<file path="src/rtl/axi_lite_arbiter_2to1_if.sv">
// AXI4-Lite bundle shared by both upstream masters and the downstream peripheral port.
// The subordinate modport is the peripheral-facing view; manager drives requests.
interface axi4_lite #(
  parameter int WIDTH      = 32,
  parameter int ADDR_WIDTH = 4
) (
  input logic aclk,
  input logic areset_n
);
  logic                  awvalid;
  logic                  awready;
  logic [ADDR_WIDTH-1:0] awaddr;
  logic [2:0]            awprot;
  logic                  wvalid;
  logic                  wready;
  logic [WIDTH-1:0]      wdata;
  logic [WIDTH/8-1:0]    wstrb;
  logic                  bvalid;
  logic                  bready;
  logic [1:0]            bresp;
  logic                  arvalid;
  logic                  arready;
  logic [ADDR_WIDTH-1:0] araddr;
  logic [2:0]            arprot;
  logic                  rvalid;
  logic                  rready;
  logic [WIDTH-1:0]      rdata;
  logic [1:0]            rresp;

  modport subordinate (
    input  aclk, areset_n,
    input  awvalid, awaddr, awprot, wvalid, wdata, wstrb, bready,
    input  arvalid, araddr, arprot, rready,
    output awready, wready, bvalid, bresp, arready, rvalid, rdata, rresp
  );

  modport manager (
    input  aclk, areset_n,
    input  awready, wready, bvalid, bresp, arready, rvalid, rdata, rresp,
    output awvalid, awaddr, awprot, wvalid, wdata, wstrb, bready,
    output arvalid, araddr, arprot, rready
  );
endinterface

</file>
<file path="src/rtl/axi_lite_arbiter_2to1.sv">
// Round-robin 2:1 AXI4-Lite arbiter: one transaction in flight, grant held from request
// to response handshake, with a one-cycle IDLE bubble between transactions.
//
// Handshakes: a transfer happens on a rising clk edge where valid and ready are both
// high; valid never waits on ready, and a master keeps valid and payload stable until
// its transfer. Only the granted master ever sees a nonzero ready/valid.
module axi_lite_arbiter_2to1 #(
  parameter int WIDTH      = 32,
  parameter int ADDR_WIDTH = 4
) (
  input  logic                clk,
  input  logic                rst_n,
  axi4_lite.subordinate       axi_s0,
  axi4_lite.subordinate       axi_s1,
  axi4_lite.manager           axi_m,
  output logic [2:0]          dbg_state
);

  typedef enum logic [2:0] {
    IDLE    = 3'd0,
    WR_ADDR = 3'd1,
    WR_RESP = 3'd2,
    RD_ADDR = 3'd3,
    RD_DATA = 3'd4
  } state_t;

  state_t state, state_nx;
  logic   g, g_nx;
  logic   rr_last, rr_last_nx;
  logic   aw_done, aw_done_nx;
  logic   w_done, w_done_nx;

  // Inputs of the granted master, selected purely by the registered grant.
  logic                  sel_awvalid, sel_wvalid, sel_bready, sel_arvalid, sel_rready;
  logic [ADDR_WIDTH-1:0] sel_awaddr, sel_araddr;
  logic [2:0]            sel_awprot, sel_arprot;
  logic [WIDTH-1:0]      sel_wdata;
  logic [WIDTH/8-1:0]    sel_wstrb;

  assign sel_awvalid = g ? axi_s1.awvalid : axi_s0.awvalid;
  assign sel_awaddr  = g ? axi_s1.awaddr  : axi_s0.awaddr;
  assign sel_awprot  = g ? axi_s1.awprot  : axi_s0.awprot;
  assign sel_wvalid  = g ? axi_s1.wvalid  : axi_s0.wvalid;
  assign sel_wdata   = g ? axi_s1.wdata   : axi_s0.wdata;
  assign sel_wstrb   = g ? axi_s1.wstrb   : axi_s0.wstrb;
  assign sel_bready  = g ? axi_s1.bready  : axi_s0.bready;
  assign sel_arvalid = g ? axi_s1.arvalid : axi_s0.arvalid;
  assign sel_araddr  = g ? axi_s1.araddr  : axi_s0.araddr;
  assign sel_arprot  = g ? axi_s1.arprot  : axi_s0.arprot;
  assign sel_rready  = g ? axi_s1.rready  : axi_s0.rready;

  logic wreq0, wreq1, req0, req1;
  assign wreq0 = axi_s0.awvalid & axi_s0.wvalid;
  assign wreq1 = axi_s1.awvalid & axi_s1.wvalid;
  assign req0  = wreq0 | axi_s0.arvalid;
  assign req1  = wreq1 | axi_s1.arvalid;

  // Channel forwarding, all gated by state so nothing leaks in IDLE or under reset.
  logic                  m_awvalid, m_wvalid, m_bready, m_arvalid, m_rready;
  logic [ADDR_WIDTH-1:0] m_awaddr, m_araddr;
  logic [2:0]            m_awprot, m_arprot;
  logic [WIDTH-1:0]      m_wdata;
  logic [WIDTH/8-1:0]    m_wstrb;
  logic                  s_awready, s_wready, s_bvalid, s_arready, s_rvalid;
  logic [1:0]            s_bresp, s_rresp;
  logic [WIDTH-1:0]      s_rdata;

  always_comb begin
    m_awvalid = 1'b0;
    m_awaddr  = '0;
    m_awprot  = '0;
    m_wvalid  = 1'b0;
    m_wdata   = '0;
    m_wstrb   = '0;
    m_bready  = 1'b0;
    m_arvalid = 1'b0;
    m_araddr  = '0;
    m_arprot  = '0;
    m_rready  = 1'b0;
    s_awready = 1'b0;
    s_wready  = 1'b0;
    s_bvalid  = 1'b0;
    s_bresp   = '0;
    s_arready = 1'b0;
    s_rvalid  = 1'b0;
    s_rdata   = '0;
    s_rresp   = '0;
    case (state)
      WR_ADDR: begin
        m_awvalid = sel_awvalid & ~aw_done;
        m_awaddr  = sel_awaddr;
        m_awprot  = sel_awprot;
        m_wvalid  = sel_wvalid & ~w_done;
        m_wdata   = sel_wdata;
        m_wstrb   = sel_wstrb;
        s_awready = axi_m.awready & ~aw_done;
        s_wready  = axi_m.wready & ~w_done;
      end
      WR_RESP: begin
        s_bvalid = axi_m.bvalid;
        s_bresp  = axi_m.bresp;
        m_bready = sel_bready;
      end
      RD_ADDR: begin
        m_arvalid = sel_arvalid;
        m_araddr  = sel_araddr;
        m_arprot  = sel_arprot;
        s_arready = axi_m.arready;
      end
      RD_DATA: begin
        s_rvalid = axi_m.rvalid;
        s_rdata  = axi_m.rdata;
        s_rresp  = axi_m.rresp;
        m_rready = sel_rready;
      end
      default: ;
    endcase
  end

  logic aw_hs, w_hs, b_hs, ar_hs, r_hs;
  assign aw_hs = m_awvalid & axi_m.awready;
  assign w_hs  = m_wvalid & axi_m.wready;
  assign b_hs  = s_bvalid & m_bready;
  assign ar_hs = m_arvalid & axi_m.arready;
  assign r_hs  = s_rvalid & m_rready;

  always_comb begin
    state_nx   = state;
    g_nx       = g;
    rr_last_nx = rr_last;
    aw_done_nx = aw_done;
    w_done_nx  = w_done;
    case (state)
      IDLE: begin
        if (req0 | req1) begin
          g_nx     = (req0 & req1) ? ~rr_last : req1;
          // Write wins over read within the same master.
          state_nx = (g_nx ? wreq1 : wreq0) ? WR_ADDR : RD_ADDR;
        end
      end
      WR_ADDR: begin
        if ((aw_done | aw_hs) & (w_done | w_hs)) begin
          state_nx   = WR_RESP;
          aw_done_nx = 1'b0;
          w_done_nx  = 1'b0;
        end else begin
          aw_done_nx = aw_done | aw_hs;
          w_done_nx  = w_done | w_hs;
        end
      end
      WR_RESP: begin
        if (b_hs) begin
          rr_last_nx = g;
          state_nx   = IDLE;
        end
      end
      RD_ADDR: begin
        if (ar_hs) state_nx = RD_DATA;
      end
      RD_DATA: begin
        if (r_hs) begin
          rr_last_nx = g;
          state_nx   = IDLE;
        end
      end
      default: state_nx = IDLE;
    endcase
  end

  always_ff @(posedge clk or negedge rst_n) begin
    if (!rst_n) begin
      state   <= IDLE;
      g       <= 1'b0;
      rr_last <= 1'b1;
      aw_done <= 1'b0;
      w_done  <= 1'b0;
    end else begin
      state   <= state_nx;
      g       <= g_nx;
      rr_last <= rr_last_nx;
      aw_done <= aw_done_nx;
      w_done  <= w_done_nx;
    end
  end

  assign dbg_state = state;

  assign axi_m.awvalid = m_awvalid;
  assign axi_m.awaddr  = m_awaddr;
  assign axi_m.awprot  = m_awprot;
  assign axi_m.wvalid  = m_wvalid;
  assign axi_m.wdata   = m_wdata;
  assign axi_m.wstrb   = m_wstrb;
  assign axi_m.bready  = m_bready;
  assign axi_m.arvalid = m_arvalid;
  assign axi_m.araddr  = m_araddr;
  assign axi_m.arprot  = m_arprot;
  assign axi_m.rready  = m_rready;

  assign axi_s0.awready = ~g & s_awready;
  assign axi_s0.wready  = ~g & s_wready;
  assign axi_s0.bvalid  = ~g & s_bvalid;
  assign axi_s0.bresp   = g ? 2'b00 : s_bresp;
  assign axi_s0.arready = ~g & s_arready;
  assign axi_s0.rvalid  = ~g & s_rvalid;
  assign axi_s0.rdata   = g ? '0 : s_rdata;
  assign axi_s0.rresp   = g ? 2'b00 : s_rresp;

  assign axi_s1.awready = g & s_awready;
  assign axi_s1.wready  = g & s_wready;
  assign axi_s1.bvalid  = g & s_bvalid;
  assign axi_s1.bresp   = g ? s_bresp : 2'b00;
  assign axi_s1.arready = g & s_arready;
  assign axi_s1.rvalid  = g & s_rvalid;
  assign axi_s1.rdata   = g ? s_rdata : '0;
  assign axi_s1.rresp   = g ? s_rresp : 2'b00;

endmodule

</file>
<file path="src/flat_wrapper.sv">
// flat-port wrapper written by rule: the top's interface ports become plain ports
module axi_lite_arbiter_2to1_flat 
#(
  parameter int WIDTH      = 32,
  parameter int ADDR_WIDTH = 4
)
  (clk, rst_n, dbg_state, aclk, areset_n, axi_s0_awvalid, axi_s0_awaddr, axi_s0_awprot, axi_s0_wvalid, axi_s0_wdata, axi_s0_wstrb, axi_s0_bready, axi_s0_arvalid, axi_s0_araddr, axi_s0_arprot, axi_s0_rready, axi_s0_awready, axi_s0_wready, axi_s0_bvalid, axi_s0_bresp, axi_s0_arready, axi_s0_rvalid, axi_s0_rdata, axi_s0_rresp, axi_s1_awvalid, axi_s1_awaddr, axi_s1_awprot, axi_s1_wvalid, axi_s1_wdata, axi_s1_wstrb, axi_s1_bready, axi_s1_arvalid, axi_s1_araddr, axi_s1_arprot, axi_s1_rready, axi_s1_awready, axi_s1_wready, axi_s1_bvalid, axi_s1_bresp, axi_s1_arready, axi_s1_rvalid, axi_s1_rdata, axi_s1_rresp, axi_m_awready, axi_m_wready, axi_m_bvalid, axi_m_bresp, axi_m_arready, axi_m_rvalid, axi_m_rdata, axi_m_rresp, axi_m_awvalid, axi_m_awaddr, axi_m_awprot, axi_m_wvalid, axi_m_wdata, axi_m_wstrb, axi_m_bready, axi_m_arvalid, axi_m_araddr, axi_m_arprot, axi_m_rready);
  axi4_lite #(.WIDTH(WIDTH), .ADDR_WIDTH(ADDR_WIDTH)) axi_s0_i (.aclk(aclk), .areset_n(areset_n));
  axi4_lite #(.WIDTH(WIDTH), .ADDR_WIDTH(ADDR_WIDTH)) axi_s1_i (.aclk(aclk), .areset_n(areset_n));
  axi4_lite #(.WIDTH(WIDTH), .ADDR_WIDTH(ADDR_WIDTH)) axi_m_i (.aclk(aclk), .areset_n(areset_n));
  input  logic clk;
  input  logic rst_n;
  output logic [2:0] dbg_state;
  input wire logic aclk;
  input wire logic areset_n;
  input wire logic [$bits(axi_s0_i.awvalid)-1:0] axi_s0_awvalid;
  input wire logic [$bits(axi_s0_i.awaddr)-1:0] axi_s0_awaddr;
  input wire logic [$bits(axi_s0_i.awprot)-1:0] axi_s0_awprot;
  input wire logic [$bits(axi_s0_i.wvalid)-1:0] axi_s0_wvalid;
  input wire logic [$bits(axi_s0_i.wdata)-1:0] axi_s0_wdata;
  input wire logic [$bits(axi_s0_i.wstrb)-1:0] axi_s0_wstrb;
  input wire logic [$bits(axi_s0_i.bready)-1:0] axi_s0_bready;
  input wire logic [$bits(axi_s0_i.arvalid)-1:0] axi_s0_arvalid;
  input wire logic [$bits(axi_s0_i.araddr)-1:0] axi_s0_araddr;
  input wire logic [$bits(axi_s0_i.arprot)-1:0] axi_s0_arprot;
  input wire logic [$bits(axi_s0_i.rready)-1:0] axi_s0_rready;
  output wire logic [$bits(axi_s0_i.awready)-1:0] axi_s0_awready;
  output wire logic [$bits(axi_s0_i.wready)-1:0] axi_s0_wready;
  output wire logic [$bits(axi_s0_i.bvalid)-1:0] axi_s0_bvalid;
  output wire logic [$bits(axi_s0_i.bresp)-1:0] axi_s0_bresp;
  output wire logic [$bits(axi_s0_i.arready)-1:0] axi_s0_arready;
  output wire logic [$bits(axi_s0_i.rvalid)-1:0] axi_s0_rvalid;
  output wire logic [$bits(axi_s0_i.rdata)-1:0] axi_s0_rdata;
  output wire logic [$bits(axi_s0_i.rresp)-1:0] axi_s0_rresp;
  input wire logic [$bits(axi_s1_i.awvalid)-1:0] axi_s1_awvalid;
  input wire logic [$bits(axi_s1_i.awaddr)-1:0] axi_s1_awaddr;
  input wire logic [$bits(axi_s1_i.awprot)-1:0] axi_s1_awprot;
  input wire logic [$bits(axi_s1_i.wvalid)-1:0] axi_s1_wvalid;
  input wire logic [$bits(axi_s1_i.wdata)-1:0] axi_s1_wdata;
  input wire logic [$bits(axi_s1_i.wstrb)-1:0] axi_s1_wstrb;
  input wire logic [$bits(axi_s1_i.bready)-1:0] axi_s1_bready;
  input wire logic [$bits(axi_s1_i.arvalid)-1:0] axi_s1_arvalid;
  input wire logic [$bits(axi_s1_i.araddr)-1:0] axi_s1_araddr;
  input wire logic [$bits(axi_s1_i.arprot)-1:0] axi_s1_arprot;
  input wire logic [$bits(axi_s1_i.rready)-1:0] axi_s1_rready;
  output wire logic [$bits(axi_s1_i.awready)-1:0] axi_s1_awready;
  output wire logic [$bits(axi_s1_i.wready)-1:0] axi_s1_wready;
  output wire logic [$bits(axi_s1_i.bvalid)-1:0] axi_s1_bvalid;
  output wire logic [$bits(axi_s1_i.bresp)-1:0] axi_s1_bresp;
  output wire logic [$bits(axi_s1_i.arready)-1:0] axi_s1_arready;
  output wire logic [$bits(axi_s1_i.rvalid)-1:0] axi_s1_rvalid;
  output wire logic [$bits(axi_s1_i.rdata)-1:0] axi_s1_rdata;
  output wire logic [$bits(axi_s1_i.rresp)-1:0] axi_s1_rresp;
  input wire logic [$bits(axi_m_i.awready)-1:0] axi_m_awready;
  input wire logic [$bits(axi_m_i.wready)-1:0] axi_m_wready;
  input wire logic [$bits(axi_m_i.bvalid)-1:0] axi_m_bvalid;
  input wire logic [$bits(axi_m_i.bresp)-1:0] axi_m_bresp;
  input wire logic [$bits(axi_m_i.arready)-1:0] axi_m_arready;
  input wire logic [$bits(axi_m_i.rvalid)-1:0] axi_m_rvalid;
  input wire logic [$bits(axi_m_i.rdata)-1:0] axi_m_rdata;
  input wire logic [$bits(axi_m_i.rresp)-1:0] axi_m_rresp;
  output wire logic [$bits(axi_m_i.awvalid)-1:0] axi_m_awvalid;
  output wire logic [$bits(axi_m_i.awaddr)-1:0] axi_m_awaddr;
  output wire logic [$bits(axi_m_i.awprot)-1:0] axi_m_awprot;
  output wire logic [$bits(axi_m_i.wvalid)-1:0] axi_m_wvalid;
  output wire logic [$bits(axi_m_i.wdata)-1:0] axi_m_wdata;
  output wire logic [$bits(axi_m_i.wstrb)-1:0] axi_m_wstrb;
  output wire logic [$bits(axi_m_i.bready)-1:0] axi_m_bready;
  output wire logic [$bits(axi_m_i.arvalid)-1:0] axi_m_arvalid;
  output wire logic [$bits(axi_m_i.araddr)-1:0] axi_m_araddr;
  output wire logic [$bits(axi_m_i.arprot)-1:0] axi_m_arprot;
  output wire logic [$bits(axi_m_i.rready)-1:0] axi_m_rready;
  assign axi_s0_i.awvalid = axi_s0_awvalid;
  assign axi_s0_i.awaddr = axi_s0_awaddr;
  assign axi_s0_i.awprot = axi_s0_awprot;
  assign axi_s0_i.wvalid = axi_s0_wvalid;
  assign axi_s0_i.wdata = axi_s0_wdata;
  assign axi_s0_i.wstrb = axi_s0_wstrb;
  assign axi_s0_i.bready = axi_s0_bready;
  assign axi_s0_i.arvalid = axi_s0_arvalid;
  assign axi_s0_i.araddr = axi_s0_araddr;
  assign axi_s0_i.arprot = axi_s0_arprot;
  assign axi_s0_i.rready = axi_s0_rready;
  assign axi_s0_awready = axi_s0_i.awready;
  assign axi_s0_wready = axi_s0_i.wready;
  assign axi_s0_bvalid = axi_s0_i.bvalid;
  assign axi_s0_bresp = axi_s0_i.bresp;
  assign axi_s0_arready = axi_s0_i.arready;
  assign axi_s0_rvalid = axi_s0_i.rvalid;
  assign axi_s0_rdata = axi_s0_i.rdata;
  assign axi_s0_rresp = axi_s0_i.rresp;
  assign axi_s1_i.awvalid = axi_s1_awvalid;
  assign axi_s1_i.awaddr = axi_s1_awaddr;
  assign axi_s1_i.awprot = axi_s1_awprot;
  assign axi_s1_i.wvalid = axi_s1_wvalid;
  assign axi_s1_i.wdata = axi_s1_wdata;
  assign axi_s1_i.wstrb = axi_s1_wstrb;
  assign axi_s1_i.bready = axi_s1_bready;
  assign axi_s1_i.arvalid = axi_s1_arvalid;
  assign axi_s1_i.araddr = axi_s1_araddr;
  assign axi_s1_i.arprot = axi_s1_arprot;
  assign axi_s1_i.rready = axi_s1_rready;
  assign axi_s1_awready = axi_s1_i.awready;
  assign axi_s1_wready = axi_s1_i.wready;
  assign axi_s1_bvalid = axi_s1_i.bvalid;
  assign axi_s1_bresp = axi_s1_i.bresp;
  assign axi_s1_arready = axi_s1_i.arready;
  assign axi_s1_rvalid = axi_s1_i.rvalid;
  assign axi_s1_rdata = axi_s1_i.rdata;
  assign axi_s1_rresp = axi_s1_i.rresp;
  assign axi_m_i.awready = axi_m_awready;
  assign axi_m_i.wready = axi_m_wready;
  assign axi_m_i.bvalid = axi_m_bvalid;
  assign axi_m_i.bresp = axi_m_bresp;
  assign axi_m_i.arready = axi_m_arready;
  assign axi_m_i.rvalid = axi_m_rvalid;
  assign axi_m_i.rdata = axi_m_rdata;
  assign axi_m_i.rresp = axi_m_rresp;
  assign axi_m_awvalid = axi_m_i.awvalid;
  assign axi_m_awaddr = axi_m_i.awaddr;
  assign axi_m_awprot = axi_m_i.awprot;
  assign axi_m_wvalid = axi_m_i.wvalid;
  assign axi_m_wdata = axi_m_i.wdata;
  assign axi_m_wstrb = axi_m_i.wstrb;
  assign axi_m_bready = axi_m_i.bready;
  assign axi_m_arvalid = axi_m_i.arvalid;
  assign axi_m_araddr = axi_m_i.araddr;
  assign axi_m_arprot = axi_m_i.arprot;
  assign axi_m_rready = axi_m_i.rready;
  axi_lite_arbiter_2to1 #(.WIDTH(WIDTH), .ADDR_WIDTH(ADDR_WIDTH)) u_core (.clk(clk), .rst_n(rst_n), .axi_s0(axi_s0_i), .axi_s1(axi_s1_i), .axi_m(axi_m_i), .dbg_state(dbg_state));
endmodule
</file>
<file path="config.mk">
export PLATFORM = sky130hd
export DESIGN_NAME = axi_lite_arbiter_2to1_flat
export DESIGN_NICKNAME = d
export VERILOG_FILES = /design/src/rtl/axi_lite_arbiter_2to1_if.sv /design/src/rtl/axi_lite_arbiter_2to1.sv /design/src/flat_wrapper.sv
export SDC_FILE = /design/constraint.sdc
export NUM_CORES = 1
export LEC_CHECK = 0
export CAP_MARGIN = 20
export CORE_AREA = 2 2 116 118
export CTS_BUF_LIST = sky130_fd_sc_hd__clkbuf_2 sky130_fd_sc_hd__clkbuf_4 sky130_fd_sc_hd__clkbuf_8
export DETAILED_ROUTE_END_ITERATION = 8
export DIE_AREA = 0 0 118 120
export DONT_BUFFER_PORTS = 1
export PLACE_DENSITY = 0.34
export SLEW_MARGIN = 20
export SYNTH_ARGS = -nofsm -noshare
export SYNTH_HDL_FRONTEND = slang
export SYNTH_SLANG_ARGS = --single-unit
</file>
<file path="constraint.sdc">
create_clock -name clk -period 1.8 [get_ports clk]
set_input_delay 0.18 -clock clk [delete_from_list [all_inputs] [get_ports clk]]
set_output_delay 0.18 -clock clk [all_outputs]
set_load 0.05 [all_outputs]
</file>
### Word-level counts from Yosys, hierarchy flattened

Index checks and enable logic that the tools add are counted.

| storage, ports and cells | value |
|---|---|
| flip-flop bits (word level) | 7 |
| input port bits | 155 |
| output and inout bits | 140 |
| logic and storage cells | 101 |

| operators by class | value |
|---|---|
| equal/unequal tests | 9 |
| multiplexer cells | 50 |
| bitwise operators | 32 |
| reductions and logical operators | 5 |

Operators by type and width:

| cell | number |
|---|---|
| $mux W32 | 5 |
| $mux W3 | 9 |
| $mux W4 | 6 |
| $and A1 B1 Y1 | 23 |
| $mux W1 | 21 |
| $pmux W3 S5 | 1 |
| $mux W2 | 7 |
| $ne A2 B1 Y1 const B | 5 |
| $eq A3 B2 Y1 const B | 2 |
| $or A1 B1 Y1 | 5 |
| $reduce_and A5 Y1 | 1 |
| $not A1 Y1 | 4 |
| $eq A3 B1 Y1 const B | 1 |
| $eq A3 B3 Y1 const B | 1 |
| $logic_not A3 Y1 | 1 |
| $reduce_and A3 Y1 | 1 |
| $pmux W1 S2 | 1 |
| $reduce_and A2 Y1 | 1 |
| $reduce_bool A2 Y1 | 1 |

### Depth between registers and ports, before layout

| depth | value |
|---|---|
| depth in word-level cells | 8 |
| gate-level depth with buffers | 6 |
| mapped depth without buffers | 4 |

### Worst setup path after synthesis

No wires, ideal clock.

| timing path | value |
|---|---|
| path kind | register to output |
| from | reg u_core.state[0] (netlist: u_core.dbg_state[0]) |
| to | out axi_s0_wready |
| arrival | 2,927 ps |
| required time | 1,620 ps |
| setup slack | -1,307 ps |
| cell stages (with the launch flop) | 6 |
| path buffers | 3 |
| cell sequence | dfrtp_1 > buf_4 > or3b_1 > buf_2 > buf_6 > nor4_1 |

| between the ends | value |
|---|---|
| longest elaborated chain between the ends | 3 |

Ends and longest elaborated chain:

| element | line | text |
|---|---|---|
| from (decl) | axi_lite_arbiter_2to1.sv:27 | `state_t state, state_nx;` |
| from (signal assigned) | axi_lite_arbiter_2to1.sv:178 | `state <= state_nx;` |
| $eq A3 B1 Y1 | axi_lite_arbiter_2to1.sv:88 | `case (state)` |
| $mux W1 | axi_lite_arbiter_2to1.sv:88 |  |
| $and A1 B1 Y1 | axi_lite_arbiter_2to1.sv:201 | `assign axi_s0.wready = ~g & s_wready;` |
| to (decl) | flat_wrapper.sv:28 | `output wire logic [$bits(axi_s0_i.wready)-1:0] axi_s0_wready;` |

Every way passes these cells.

### Worst setup path in the final report

| timing path | value |
|---|---|
| from | reg u_core.state[2] (netlist: u_core.dbg_state[2]) |
| to | out axi_m_wdata[11] |

| between the ends | value |
|---|---|
| longest elaborated chain between the ends | 2 |

Ends and longest elaborated chain:

| element | line | text |
|---|---|---|
| $eq A3 B1 Y1 | axi_lite_arbiter_2to1.sv:88 |  |
| $mux W32 | axi_lite_arbiter_2to1.sv:88 |  |
| to (decl) | flat_wrapper.sv:66 | `output wire logic [$bits(axi_m_i.wdata)-1:0] axi_m_wdata;` |

Every way passes these cells.

==> results.yml <==
run_status:
  status: "finished, violations left"
  violations: "setup timing"
timing:
  timing.final.crit_share_pct: 104
  slew_headroom_pct: 68.1
  drv_slew: 0
  skew_ps: 4.24
  tightest_slew_ps: 465
  hold_violations: 0
  setup_slack_ps: -78.4
  max_freq_mhz: 532
  fin_crit_ps: 1880
  rsz0062_at_grt: "yes"
  setup-violations-final: 111
cts:
  cts_tree: "built"
  cts-root-buf: "clkbuf_8"
  clk_pin_slew_ps: 40
  clock_latency_ps: 230
  cts_made_buffers: 3
  cts_max_level: 1
  clk_path_buf_depth: 2
  clkSinkCount: 7
die:
  dieArea_um2: 14200
  rows: 42
  core_area_um2: 13000
  die_y_um: 120
  ios: 295
  start_util_pct: 14.9
  die_width_um: 118
drt:
  route.detailed.drc: 0
  routed.top_layer: "met4"
  antenna_left: 0
  met1_length_um: 3940
  wl_met2_um: 5320
  wl_met3_um: 820
  wl_per_cell_um: 17.7
  vias: 2618
  dr.pass1.iters: 4
  wirelength_um: 10200
  drt_iter0_markers: 79
  vias_per_cell: 4.57
setup_path:
  cp_common_cell: "buf_12"
  cp_data_arrival_time_ps: 1700
  worstPathRequired_ps: 1620
  worstSetupPathType: "reg2out"
  endpoint_kind: "output pin"
  cp-start-kind: "flip-flop"
  cp_max_fo: 27
  cpPeakStageDelay_ps: 480
  crit_path_top_delay_cell: "or3b_4"
  crit_chain: "or3b_4, buf_12, nor2_4, buf_12"
synthesis:
  synth_area_per_cell_um2: 6.83
  synthCells: 283
  synth.distinct_cells: 41
  ys_warn_count: 0
  ys_seq_area_share_pct: 9.13
  synth-seq-cells: 7
  netlist_area_um2: 1930
  synth_nets: 438
layout:
  syn_to_final_growth_pct: 166
  mostFrequentLayoutCell: "buf_12"
  layout_common_cells: "90 x buf_12, 68 x and3_4, 55 x mux2i_1"
  nNetsFinal: 553
  n_antenna_cell: 0
  layout-drive-gt1-share_pct: 70.3
  design_area_um2: 5130
placement:
  dp_hpwl_um: 7780
  placed_area_um2: 4560
  port_buffers: 0
  dpl_worst_slack_ps: 89.5
  gp_congestion: 0.811
grt:
  grt_max_degree: 40
  grt_pass1_vias: 2646
  grt_use_total_pct: 12.4
  antenna_found_initial: 0
  grt_first_pass_wirelength_um: 14500
  grt_overflow: 0
power_and_ir_drop:
  p_leak_nw: 2.05
  power_density_nw_per_um2: 1670
  peakVddDrop_mv: 0.917
worst_hold_path:
  worstHoldPathType: "in2reg"
flow_run:
  maxCapViolCount: 0
[path summary, 6_finish.rpt]
path | startpoint | endpoint | slack (ps) | cells past startpoint
max in group asynchronous | rst_n | u_core.rr_last | 1190 | 1
min in group asynchronous | rst_n | u_core.g | 310 | 1
worst max register to register | u_core.dbg_state[2] | u_core.rr_last | 30 | 7
worst min register to register | u_core.rr_last | u_core.rr_last | 660 | 1
worst min-delay path | axi_m_arready | u_core.dbg_state[2] | 160 | 2
worst max-delay path | u_core.dbg_state[2] | axi_m_wdata[11] | -80 | 4
[critical path, delay by kind of cell, from the launching register on]
kind | cells | cell delay, ps
and+or+nand+nor | 2 | 620
buffers and inverters | 2 | 380
DFF | 1 | 440
[what timing repair did]
item / 4_1_cts / 5_1_grt
gates resized for setup: 30 / 35
buffers inserted: 9 / 3
hold endpoints to repair: 7 / 0
gates cloned: 1 / 6
setup endpoints to repair: 118 / 132
hold buffers: 1 / 0
pin swaps: 14 / 40
[synth_stat cells]
| master | instances | area (um^2) |
|---|---|---|
| nor2b_1 | 1 | 6.26 |
| buf_1 | 1 | 3.75 |
| and3_1 | 72 | 450 |
| o211ai_1 | 1 | 7.51 |
| a21boi_0 | 1 | 7.51 |
| nor3_1 | 8 | 40.0 |
| clkbuf_1 | 13 | 48.8 |
| a211oi_2 | 1 | 12.5 |
| nor3b_1 | 1 | 7.51 |
| nor2_1 | 60 | 225 |
| a32oi_1 | 1 | 8.76 |
| and4_1 | 3 | 26.3 |
| a41oi_1 | 1 | 8.76 |
| mux2i_1 | 55 | 551 |
| mux2_1 | 1 | 11.3 |
| a31oi_1 | 1 | 6.26 |
| buf_6 | 3 | 33.8 |
| or3_1 | 1 | 6.26 |
| dfrtp_1 | 6 | 150 |
| nor3b_4 | 1 | 18.8 |
| or2_1 | 1 | 6.26 |
| buf_4 | 2 | 15.0 |
| nor3b_2 | 1 | 12.5 |
| nand3_1 | 1 | 5.00 |
| nand3b_1 | 1 | 7.51 |
| nor4_1 | 2 | 12.5 |
| and3b_1 | 1 | 8.76 |
| buf_2 | 9 | 45.0 |
| o31ai_1 | 1 | 7.51 |
| o211a_1 | 1 | 10.0 |
| nand2_1 | 7 | 26.3 |
| clkbuf_2 | 3 | 15.0 |
| a22oi_1 | 1 | 7.51 |
| a21oi_1 | 3 | 15.0 |
| or3b_1 | 1 | 8.76 |
| nand2b_1 | 2 | 12.5 |
| dfstp_2 | 1 | 26.3 |
| o21ai_0 | 4 | 20.0 |
| o21bai_1 | 1 | 7.51 |
| o21ai_1 | 2 | 10.0 |
| inv_1 | 6 | 22.5 |
[metal layers]
layer | vias up | GRT usage (%)
met5 | - | 0
met4 | 0 | 1.43
met3 | 8 | 3.85
met2 | 130 | 22.3
met1 | 1235 | 14.9
li1 | 1245 | -
[logic make-up (layout without fill, tap and decap cells)]
group / count (synthesis) / in the layout / synth area share [%]
mux: 56 / 56 / 29.1
buf+inv: 37 / 151 / 9.52
simple gates: 164 / 164 / 45.6
compound gates: 19 / 19 / 6.67
flops: 7 / 7 / 9.13
[metrics by stage]
stage | utilization (%) | instances | TNS, ps | total power [W] | hold slack [ps]
6_report | 39.5 | 573 | -3570 | 0.00859 | 158
5_1_grt | 39.5 | 573 | -12730 | 0.00901 | 188
4_1_cts | 37.3 | 564 | -5450 | 0.00843 | 165
3_5_place_dp | 35.1 | 549 | 0 | 0.00790 | -115
3_3_place_gp | 35.1 | 549 | 0 | 0.00785 | -115
2_1_floorplan | - | 283 | -5320 | 0.00530 | -116
[cell type report]
| type | count | area [um^2] |
|---|---|---|
| Sequential cell | 7 | 184 |
| Clock buffer | 4 | 48.8 |
| Inverter | 6 | 26.3 |
| Timing Repair Buffer | 141 | 2330 |
| Multi-Input combinational cell | 239 | 2320 |
| Tap cell | 176 | 220 |
| Fill cell | 1290 | 7850 |
[registers in the layout (all words and copies together) (netlist names)]
name / flops
u_core.rr_last: 1
u_core.aw_done: 1
u_core.dbg_state: 3
u_core.g: 1
u_core.w_done: 1
[report_power, final]
part / internal (W) / switching, W
logic: 0.00341 / 0.00453
registers: 0.000255 / 0.000159
clock network: 0.000168 / 0.0000687
total: 0.00383 / 0.00476
Note: power is estimated with default switching activity, not from simulation.
